===== src/rtl/scan_keypad_pkg.sv =====
// Shared types for the keypad scanner: matrix geometry, frame classes,
// FSM states and the frame classification helper.
package scan_keypad_pkg;

    localparam int KP_ROWS = 4;
    localparam int KP_COLS = 4;
    localparam int KP_KEYS = KP_ROWS * KP_COLS;

    typedef enum logic [1:0] {
        NONE   = 2'd0,
        SINGLE = 2'd1,
        MULTI  = 2'd2
    } frame_class_e;

    typedef enum logic {
        IDLE    = 1'b0,
        PRESSED = 1'b1
    } kp_state_e;

    typedef struct packed {
        frame_class_e cls;
        logic [3:0]   code;
    } frame_t;

    // Code is forced to zero unless exactly one key is seen, so NONE and MULTI
    // frames always compare equal to their own kind in the debouncer.
    function automatic frame_t classify_frame(input logic [KP_KEYS-1:0] snap);
        frame_t      res;
        logic [3:0]  last_idx;
        int unsigned cnt;
        cnt      = 32'd0;
        last_idx = 4'h0;
        for (int i = 0; i < KP_KEYS; i++) begin
            if (snap[i]) begin
                cnt      = cnt + 32'd1;
                last_idx = 4'(i);
            end else begin
                cnt      = cnt;
            end
        end
        case (cnt)
            32'd0: begin
                res.cls  = NONE;
                res.code = 4'h0;
            end
            32'd1: begin
                res.cls  = SINGLE;
                res.code = last_idx;
            end
            default: begin
                res.cls  = MULTI;
                res.code = 4'h0;
            end
        endcase
        return res;
    endfunction

endpackage


===== src/rtl/scan_keypad_debounce.sv =====
// Frame-level debouncer: counts consecutive identical frames and flags the
// frame that reaches (or stays at) the required run length.
module keypad_debounce
    import scan_keypad_pkg::*;
#(
    parameter int DEBOUNCE_SCANS = 4
) (
    input  logic         clk,
    input  logic         rstn,
    input  logic         frame_stb_i,
    input  frame_class_e frame_class_i,
    input  logic [3:0]   frame_code_i,
    output logic         stable_stb_o,
    output frame_class_e stable_class_o,
    output logic [3:0]   stable_code_o
);

    localparam int              CNT_W   = $clog2(DEBOUNCE_SCANS + 1);
    localparam logic [CNT_W-1:0] CNT_MAX = CNT_W'(DEBOUNCE_SCANS);

    logic [CNT_W-1:0] match_cnt_q, match_cnt_d;
    frame_class_e     prev_class_q, prev_class_d;
    logic [3:0]       prev_code_q, prev_code_d;

    // Match counter and previous-frame next-state
    always_comb begin
        match_cnt_d  = match_cnt_q;
        prev_class_d = prev_class_q;
        prev_code_d  = prev_code_q;
        if (frame_stb_i) begin
            prev_class_d = frame_class_i;
            prev_code_d  = frame_code_i;
            if ((frame_class_i == prev_class_q) && (frame_code_i == prev_code_q)) begin
                if (match_cnt_q == CNT_MAX) begin
                    match_cnt_d = CNT_MAX;
                end else begin
                    match_cnt_d = match_cnt_q + CNT_W'(1);
                end
            end else begin
                match_cnt_d = CNT_W'(1);
            end
        end else begin
            match_cnt_d = match_cnt_q;
        end
    end

    // Debounce state registers
    always_ff @(posedge clk or negedge rstn) begin
        if (!rstn) begin
            match_cnt_q  <= {CNT_W{1'b0}};
            prev_class_q <= NONE;
            prev_code_q  <= 4'h0;
        end else begin
            match_cnt_q  <= match_cnt_d;
            prev_class_q <= prev_class_d;
            prev_code_q  <= prev_code_d;
        end
    end

    assign stable_stb_o   = frame_stb_i && (match_cnt_d == CNT_MAX);
    assign stable_class_o = frame_class_i;
    assign stable_code_o  = frame_code_i;

endmodule


===== src/rtl/scan_keypad.sv =====
// 4x4 active-low keypad scanner: row drive, column synchronizer, frame
// snapshot and press/release FSM around the frame debouncer.
module scan_keypad
    import scan_keypad_pkg::*;
#(
    parameter int SCAN_PERIOD    = 20000,
    parameter int DEBOUNCE_SCANS = 4
) (
    input  logic               clk,
    input  logic               rstn,
    input  logic [KP_COLS-1:0] col_in,
    output logic [KP_ROWS-1:0] row_out,
    output logic               key_valid,
    output logic [3:0]         key_code,
    output logic               key_down
);

    localparam int                TICK_W    = (SCAN_PERIOD > 1) ? $clog2(SCAN_PERIOD) : 1;
    localparam logic [TICK_W-1:0] TICK_LAST = TICK_W'(SCAN_PERIOD - 1);
    localparam int                ROW_W     = $clog2(KP_ROWS);
    localparam logic [ROW_W-1:0]  ROW_LAST  = ROW_W'(KP_ROWS - 1);

    logic [KP_COLS-1:0] col_meta_q, col_sync_q;
    logic [TICK_W-1:0]  tick_cnt_q, tick_cnt_d;
    logic [ROW_W-1:0]   row_idx_q, row_idx_d;
    logic [KP_ROWS-1:0] row_out_q, row_out_d;
    logic [KP_KEYS-1:0] snap_q, snap_d;
    logic               tick_s;
    logic               frame_stb_s;
    frame_t             frame_s;
    logic               stable_stb_s;
    frame_class_e       stable_class_s;
    logic [3:0]         stable_code_s;
    kp_state_e          state_q, state_d;
    logic               key_valid_q, key_valid_d;
    logic [3:0]         key_code_q, key_code_d;
    logic               key_down_q, key_down_d;

    assign tick_s      = (tick_cnt_q == TICK_LAST);
    assign frame_stb_s = tick_s && (row_idx_q == ROW_LAST);
    // Row 3 lands in snap_d on this same edge, so classify the updated copy.
    assign frame_s     = classify_frame(snap_d);

    // Column synchronizer; idle columns read high through the pull-ups
    always_ff @(posedge clk or negedge rstn) begin
        if (!rstn) begin
            col_meta_q <= 4'hF;
            col_sync_q <= 4'hF;
        end else begin
            col_meta_q <= col_in;
            col_sync_q <= col_meta_q;
        end
    end

    // Tick counter, row advance and snapshot capture
    always_comb begin
        tick_cnt_d = tick_cnt_q;
        row_idx_d  = row_idx_q;
        snap_d     = snap_q;
        if (tick_s) begin
            tick_cnt_d = {TICK_W{1'b0}};
            if (row_idx_q == ROW_LAST) begin
                row_idx_d = {ROW_W{1'b0}};
            end else begin
                row_idx_d = row_idx_q + ROW_W'(1);
            end
            for (int r = 0; r < KP_ROWS; r++) begin
                if (row_idx_q == ROW_W'(r)) begin
                    snap_d[r*KP_COLS +: KP_COLS] = ~col_sync_q;
                end else begin
                    snap_d[r*KP_COLS +: KP_COLS] = snap_q[r*KP_COLS +: KP_COLS];
                end
            end
        end else begin
            tick_cnt_d = tick_cnt_q + TICK_W'(1);
        end
        row_out_d = ~(4'b0001 << row_idx_d);
    end

    // Scan datapath registers
    always_ff @(posedge clk or negedge rstn) begin
        if (!rstn) begin
            tick_cnt_q <= {TICK_W{1'b0}};
            row_idx_q  <= {ROW_W{1'b0}};
            row_out_q  <= 4'b1110;
            snap_q     <= {KP_KEYS{1'b0}};
        end else begin
            tick_cnt_q <= tick_cnt_d;
            row_idx_q  <= row_idx_d;
            row_out_q  <= row_out_d;
            snap_q     <= snap_d;
        end
    end

    keypad_debounce #(
        .DEBOUNCE_SCANS (DEBOUNCE_SCANS)
    ) u_debounce (
        .clk            (clk),
        .rstn           (rstn),
        .frame_stb_i    (frame_stb_s),
        .frame_class_i  (frame_s.cls),
        .frame_code_i   (frame_s.code),
        .stable_stb_o   (stable_stb_s),
        .stable_class_o (stable_class_s),
        .stable_code_o  (stable_code_s)
    );

    // Press/release FSM; a different key while pressed needs a release first
    always_comb begin
        state_d     = state_q;
        key_code_d  = key_code_q;
        key_down_d  = key_down_q;
        key_valid_d = 1'b0;
        case (state_q)
            IDLE: begin
                if (stable_stb_s && (stable_class_s == SINGLE)) begin
                    key_code_d  = stable_code_s;
                    key_valid_d = 1'b1;
                    key_down_d  = 1'b1;
                    state_d     = PRESSED;
                end else begin
                    state_d     = IDLE;
                end
            end
            PRESSED: begin
                if (stable_stb_s && (stable_class_s == NONE)) begin
                    key_down_d = 1'b0;
                    state_d    = IDLE;
                end else begin
                    state_d    = PRESSED;
                end
            end
            default: begin
                key_down_d = 1'b0;
                state_d    = IDLE;
            end
        endcase
    end

    // FSM and output registers
    always_ff @(posedge clk or negedge rstn) begin
        if (!rstn) begin
            state_q     <= IDLE;
            key_valid_q <= 1'b0;
            key_code_q  <= 4'h0;
            key_down_q  <= 1'b0;
        end else begin
            state_q     <= state_d;
            key_valid_q <= key_valid_d;
            key_code_q  <= key_code_d;
            key_down_q  <= key_down_d;
        end
    end

    assign row_out   = row_out_q;
    assign key_valid = key_valid_q;
    assign key_code  = key_code_q;
    assign key_down  = key_down_q;

endmodule


===== config.mk =====
export PLATFORM = sky130hd
export DESIGN_NAME = scan_keypad
export DESIGN_NICKNAME = d
export VERILOG_FILES = /design/src/rtl/scan_keypad_pkg.sv /design/src/rtl/scan_keypad_debounce.sv /design/src/rtl/scan_keypad.sv
export SDC_FILE = /design/constraint.sdc
export NUM_CORES = 1
export LEC_CHECK = 0
export CORE_UTILIZATION = 60
export CTS_CLUSTER_SIZE = 40
export DETAILED_ROUTE_END_ITERATION = 10
export HOLD_SLACK_MARGIN = 0.08
export PLACE_DENSITY = 0.79
export SLEW_MARGIN = 20
export SYNTH_ARGS = -nofsm -noshare
export SYNTH_HDL_FRONTEND = slang
export SYNTH_SLANG_ARGS = --single-unit

===== constraint.sdc =====
create_clock -name clk -period 18.7 [get_ports clk]
set_clock_uncertainty 0.05 [all_clocks]
set_input_delay 3.74 -clock clk [delete_from_list [all_inputs] [get_ports clk]]
set_output_delay 3.74 -clock clk [all_outputs]
set_load 0.01 [all_outputs]

; Word-level counts from Yosys, hierarchy flattened
; Index checks and enable logic that the tools add are counted.
[word_totals]
register_bits = 61
in_bits = 6
elab_cells = 107
[classes]
n_addsub = 18
n_eq_ne = 12
shift = 1
muxes = 50
bitwise_logic = 3
n_reduce_logical = 10
[op_table]
columns = op, count
row1 = $add 32x1->32 const B, 15
row2 = $mux 32, 15
row3 = $mux 4, 17
row4 = $eq 32x1->1 const B, 1
row5 = $logic_not 32->1, 1
row6 = $mux 16, 1
row7 = $add 15x1->15 const B, 1
row8 = $eq 15x15->1 const B, 1
row9 = $mux 15, 1
row10 = $pmux 6 s2, 1
row11 = $mux 3, 3
row12 = $not 4->4, 2
row13 = $mux 1, 7
row14 = $eq 3x3->1 const B, 2
row15 = $mux 2, 3
row16 = $logic_and 1x1->1, 5
row17 = $eq 2x1->1 const B, 2
row18 = $eq 2x2->1 const B, 2
row19 = $eq 4x4->1, 1
row20 = $logic_not 2->1, 2
row21 = $pmux 1 s2, 2
row22 = $reduce_and 2->1, 2
row23 = $shl 1x2->4 const A, 1
row24 = $add 3x1->3 const B, 1
row25 = 5 further kinds, 5

; Depth between registers and ports, before layout
[logic_depth]
ltp_word = 45
depth_mapped = 62
depth_no_buf = 61

; By module
; A second synthesis with hierarchy kept.
[unflattened]
hier_cells = 527
area_unflattened_um2 = 4949.7
[modules_own_cells]
columns = module, n_inst, cells_each, area_per_inst_um2
row1 = scan_keypad, 1, 482, 4434.3
row2 = keypad_debounce, 1, 45, 515.5

; Worst setup path before layout
; Ideal clock, no wire load.
[synth_path]
path_type = register to register
from = reg tick_cnt_q[0]
to = reg key_code_q[0], in the netlist key_code[0]
arrival_ps = 11611
required_ps = 18525
path_slack_ps = 6914
path_stages_with_launch = 61
n_path_buf = 2
period_less_slack_ps = 11786
path_cell_list = dfrtp_1 -> ha_1 -> and4_1 -> buf_2 -> and4_1 -> clkbuf_1 -> nand2_1 -> o21a_1 -> ha_1 -> xor2_1 -> ha_1 -> nand2b_1 -> o31ai_1 -> mux2i_1 -> ha_1 -> nand2_1 -> nor2_1 -> a31oi_1 -> (+25 left out) -> a21o_1 -> ha_1 -> nor2_1 -> a211oi_1 -> ha_1 -> nand2_1 -> nand2_1 -> ha_1 -> nor2_1 -> a31oi_1 -> ha_1 -> xor2_1 -> or3_1 -> a21o_1 -> or4b_4 -> a22o_4 -> nor4_4 -> mux2_4
[synth_via]
elab_chain_cells = 43
word_cells_on_any_way = 62
cone_classes = add/sub (15) / eq/ne (6) / mux (35) / reduce/logical (6)
[synth_lines]
columns = item, line_no
row1 = "start, declared", scan_keypad.sv:24  ; logic [TICK_W-1:0] tick_cnt_q, tick_cnt_d;
row2 = "start signal, assigned", scan_keypad.sv:83  ; tick_cnt_q <= {TICK_W{1'b0}};
row3 = "start signal, assigned", scan_keypad.sv:88  ; tick_cnt_q <= tick_cnt_d;
row4 = $eq 15x15->1 *, scan_keypad.sv:39  ; assign tick_s = (tick_cnt_q == TICK_LAST);
row5 = $mux 16, scan_keypad.sv:60  ; if (tick_s) begin
row6 = $mux 1, scan_keypad_pkg.sv:34  ; if (snap[i]) begin
row7 = $add 32x1->32, scan_keypad_pkg.sv:35  ; cnt = cnt + 32'd1;
row8 = $mux 32, scan_keypad_pkg.sv:34
row9 = $add 32x1->32, scan_keypad_pkg.sv:35
row10 = $mux 32, scan_keypad_pkg.sv:34
row11 = $add 32x1->32, scan_keypad_pkg.sv:35
row12 = (+27 left out), -
row13 = $eq 4x4->1 / $eq 2x2->1 (equally long branches), scan_keypad_debounce.sv:33  ; if ((frame_class_i == prev_class_q) && (frame_code_i == prev_code_q)) begin
row14 = $logic_and 1x1->1, scan_keypad_debounce.sv:33
row15 = $mux 3, scan_keypad_debounce.sv:33
row16 = $mux 3, scan_keypad_debounce.sv:30  ; if (frame_stb_i) begin
row17 = $eq 3x3->1, scan_keypad_debounce.sv:60  ; assign stable_stb_o = frame_stb_i && (match_cnt_d == CNT_MAX);
row18 = $logic_and 1x1->1, scan_keypad_debounce.sv:60
row19 = $logic_and 1x1->1, scan_keypad.sv:116  ; if (stable_stb_s && (stable_class_s == SINGLE)) begin
row20 = $reduce_and 2->1 (no source line), -
row21 = "end signal, assigned", scan_keypad.sv:150  ; key_code_q <= key_code_d;
row22 = "end, declared", scan_keypad.sv:36  ; logic [3:0] key_code_q, key_code_d;
; Mark *: on every way between the ends. The rest lies on a longest branch, timed or not.
; A chain may end at the register's enable or synchronous reset.

; Worst setup path in the final report
[layout_path]
from = reg tick_cnt_q[0]
to = reg key_code_q[1], in the netlist key_code[1]
[layout_via]
word_cells_on_any_way = 62
cone_classes = add/sub (15) / eq/ne (6) / mux (35) / reduce/logical (6)
[layout_lines]
columns = item, line_no
row1 = $eq 15x15->1 *, scan_keypad.sv:39
row2 = $mux 16 *, scan_keypad.sv:60
row3 = net snap_d[1], scan_keypad.sv:27  ; logic [KP_KEYS-1:0] snap_q, snap_d;
row4 = $mux 32, scan_keypad_pkg.sv:34
row5 = $add 32x1->32, scan_keypad_pkg.sv:35
row6 = $mux 32, scan_keypad_pkg.sv:34
row7 = $add 32x1->32, scan_keypad_pkg.sv:35
row8 = $mux 32, scan_keypad_pkg.sv:34
row9 = (+26 left out), -
row10 = $eq 4x4->1 / $eq 2x2->1 (equally long branches), scan_keypad_debounce.sv:33
row11 = $logic_and 1x1->1, scan_keypad_debounce.sv:33
row12 = $mux 3, scan_keypad_debounce.sv:33
row13 = $mux 3, scan_keypad_debounce.sv:30
row14 = $eq 3x3->1, scan_keypad_debounce.sv:60
row15 = $logic_and 1x1->1, scan_keypad_debounce.sv:60
row16 = $logic_and 1x1->1, scan_keypad.sv:116
row17 = $reduce_and 2->1 (no source line), -
; The timed path passes the listed nets; every way through them passes the cells marked *.

==> results_dict.tcl <==
set metrics [dict create \
    status "finished, final reports clean" \
    syn_area_um2 4970 \
    overflow 0 \
    worst_setup_path_end_kind "register" \
    syn_area_per_cell_um2 9.10 \
    first_pass_iters 5 \
    syn_inst 546 \
    ir_drop_uv 90.3 \
    grt_pass1_wl_um 18100 \
    antenna_found_initial 0 \
    ys_ff_latch 61 \
    critPathMaxFanout 18 \
    cts_hold_buf 0 \
    fmax_mhz 74.0 \
    use_met2_pct 45.4 \
    yosysSeqAreaShare_pct 31.0 \
    finalHoldViolCount 0 \
    critPathLaunchType "register" \
    ant_nets 0 \
    drc 0 \
    placed_area_um2 5190 \
    htree_levels 3 \
    mostFrequentLayoutCell "nand2_1" \
    path_delay_family "adder cells" \
    synthFlopType "dfrtp_1" \
    numCtsBuffers 9 \
    viasPerCell 6.00 \
    setup-tns-final_ps 0 \
    slowest_delay_ps 680 \
    fin_area_um2 5420 \
    max-cap-violations 0 \
    worstSetupPathType "reg2reg" \
    netlist-cell-type-count 78 \
    cts_sinks 61 \
    most-common-layout-cells "nand2_1 (63), dfrtp_1 (50), nor2_1 (46)" \
    syn2layout_area_growth_pct 9.17 \
    grt_util_met1_pct 33.7 \
    fin_crit_sh_pct 72.2 \
    postCtsSetupBuffers 0 \
    die_w_um 93 \
    rsz0062_at_grt "false" \
    worstPathRequired_ps 18880 \
    slew_viol_final 0 \
    nets 587 \
    cts.clk_slew.worst_paths_ps 70 \
    grt_max_degree 62 \
    cp.arrival_ps 13690 \
    worst_pin_slew_ps 872 \
    core_um2 7890 \
    gr-usage-met3_pct 4.39 \
    rows 32 \
    path_common_cell "ha_1" \
    postCtsResizedCells 0 \
    gp_congestion 0.878 \
    cts_tree "built" \
    yosys_warnings 0 \
    grt_use_total_pct 26.6 \
    grt_pass1_vias 3937 \
    drtIter0Drc 228 \
    wl_per_cell_um 16.1 \
    hpwlAfterDp_um 8070 \
    dieHeight_um 93 \
    synth_edf_count 0 \
    crit_buf_inv 2 \
    insertion_delay_ps 350 \
    slew_headroom_pct 41.1 \
    port_buffers 15 \
    num_antenna_cells 0 \
    die_area_um2 8650 \
    root_buffer "clkbuf_8" \
    num_vias 4004 \
    setup_viol 0 \
    top_usage_layer "met2" \
    power_per_cell_area_nw_per_um2 51.2 \
    syn_nets 573 \
    period_needed_ps 13510 \
    slowest_stage "and4_1" \
    cts_buffer_depth 2 \
    routed_wl_um 10700 \
    io_pins 16 \
    start_util_pct 63.0 \
    drive_above_1_share_pct 11.9 \
    hp-class "reg2reg" \
    p_leak_nw 2.59 \
    ys_async_sr_fraction_pct 100 \
]
area by class of cell:
cell class	count	area (um^2)
clock inverter	6	93.8
multi-input combinational	432	3210
fill	614	2460
clock buffer	10	138
tap	102	128
inverter	38	143
timing repair buffer	18	168
sequential	61	1540
per-stage QoR:
stage / instances / power, W / hold slack, ps / util, % / worst slack [ps]
3_3_place_gp: 651 / 0.000144 / 296 / 65.8 / 5970
4_1_cts: 667 / 0.000280 / 309 / 68.8 / 5310
6_report: 667 / 0.000278 / 307 / 68.8 / 5190
3_5_place_dp: 651 / 0.000144 / 298 / 65.8 / 5360
5_1_grt: 667 / 0.000285 / 310 / 68.8 / 4070
2_1_floorplan: 546 / 0.000139 / 295 / - / 6910
worst register-to-register path: cells and delay by family (launching register included):
kind	cells	cell delay (ps)
AND/OR/NAND/NOR	21	4130
AO/OA/AOI/OAI	14	2730
multiplexers	5	1290
XOR/XNOR	1	200
flip-flops	1	390
buffers and inverters	2	170
adder cells (fa/ha/maj)	15	4390
routing by layer:
layer  share of wire (%)  wire [um]
met2                  49       5250
met3                 3.6        389
met5                   0          0
met1                  46       4890
met4                 1.8        191
final timing paths:
| kind | start | endpoint | slack [ps] | cells after the start |
|---|---|---|---|---|
| worst max register to register | tick_cnt_q[0] | key_code[1] | 5190 | 58 |
| max in group asynchronous | rstn | snap_q[15] | 14620 | 2 |
| worst max-delay path | tick_cnt_q[0] | key_code[1] | 5190 | 58 |
| min in group asynchronous | rstn | row_idx_q[0] | 3480 | 2 |
| worst min-delay path | col_meta_q[0] | col_sync_q[0] | 310 | 0 |
| worst min register to register | col_meta_q[0] | col_sync_q[0] | 310 | 0 |
state kept, by name, summed over array words and instances (netlist names):
name                     count
col_meta_q                   4
col_sync_q                   4
key_code                     4
key_down                     1
key_valid                    1
row_idx_q                    2
row_out                      4
snap_q                      16
state_q                      1
tick_cnt_q                  15
u_debounce.match_cnt_q       3
u_debounce.prev_class_q      2
u_debounce.prev_code_q       4
kinds of logic after synthesis:
| family | share of synthesized area, % |
|---|---|
| AOI/OAI and AO/OA | 14.3 |
| and+or+nand+nor | 21.5 |
| muxes | 8.26 |
| DFF | 31.0 |
| adders and majority gates | 5.29 |
| xor gates and xnor gates | 15.3 |
| buffers and inverters | 4.31 |
power by group:
part           internal (W)    total, W  switching, W
Sequential         0.000134    0.000135    0.00000157
Combinational    0.00000214  0.00000634    0.00000419
Clock             0.0000798    0.000136     0.0000567
Yosys cell counts (all sizes together), types with 6 or more instances:
library cell   n  area, um^2
xnor2         41         404
dfstp         11         289
nor2b          6        37.5
mux2i         27         298
mux2           9         113
a31oi          8        50.1
nor4           6        52.6
xor2          25         241
and4           6        55.1
nor2          46         173
clkbuf        11        42.5
or3            6        37.5
nand2         63         236
inv           36         135
nand2b         8        50.1
a21oi         16        80.1
nand3         20         100
o21ai         21         105
ha            21         263
and3           8        50.1
o22ai          7        50.1
nor3b          6        45.0
dfrtp         50        1250
nand4          8        77.6
(Power assumes the default switching activity.)
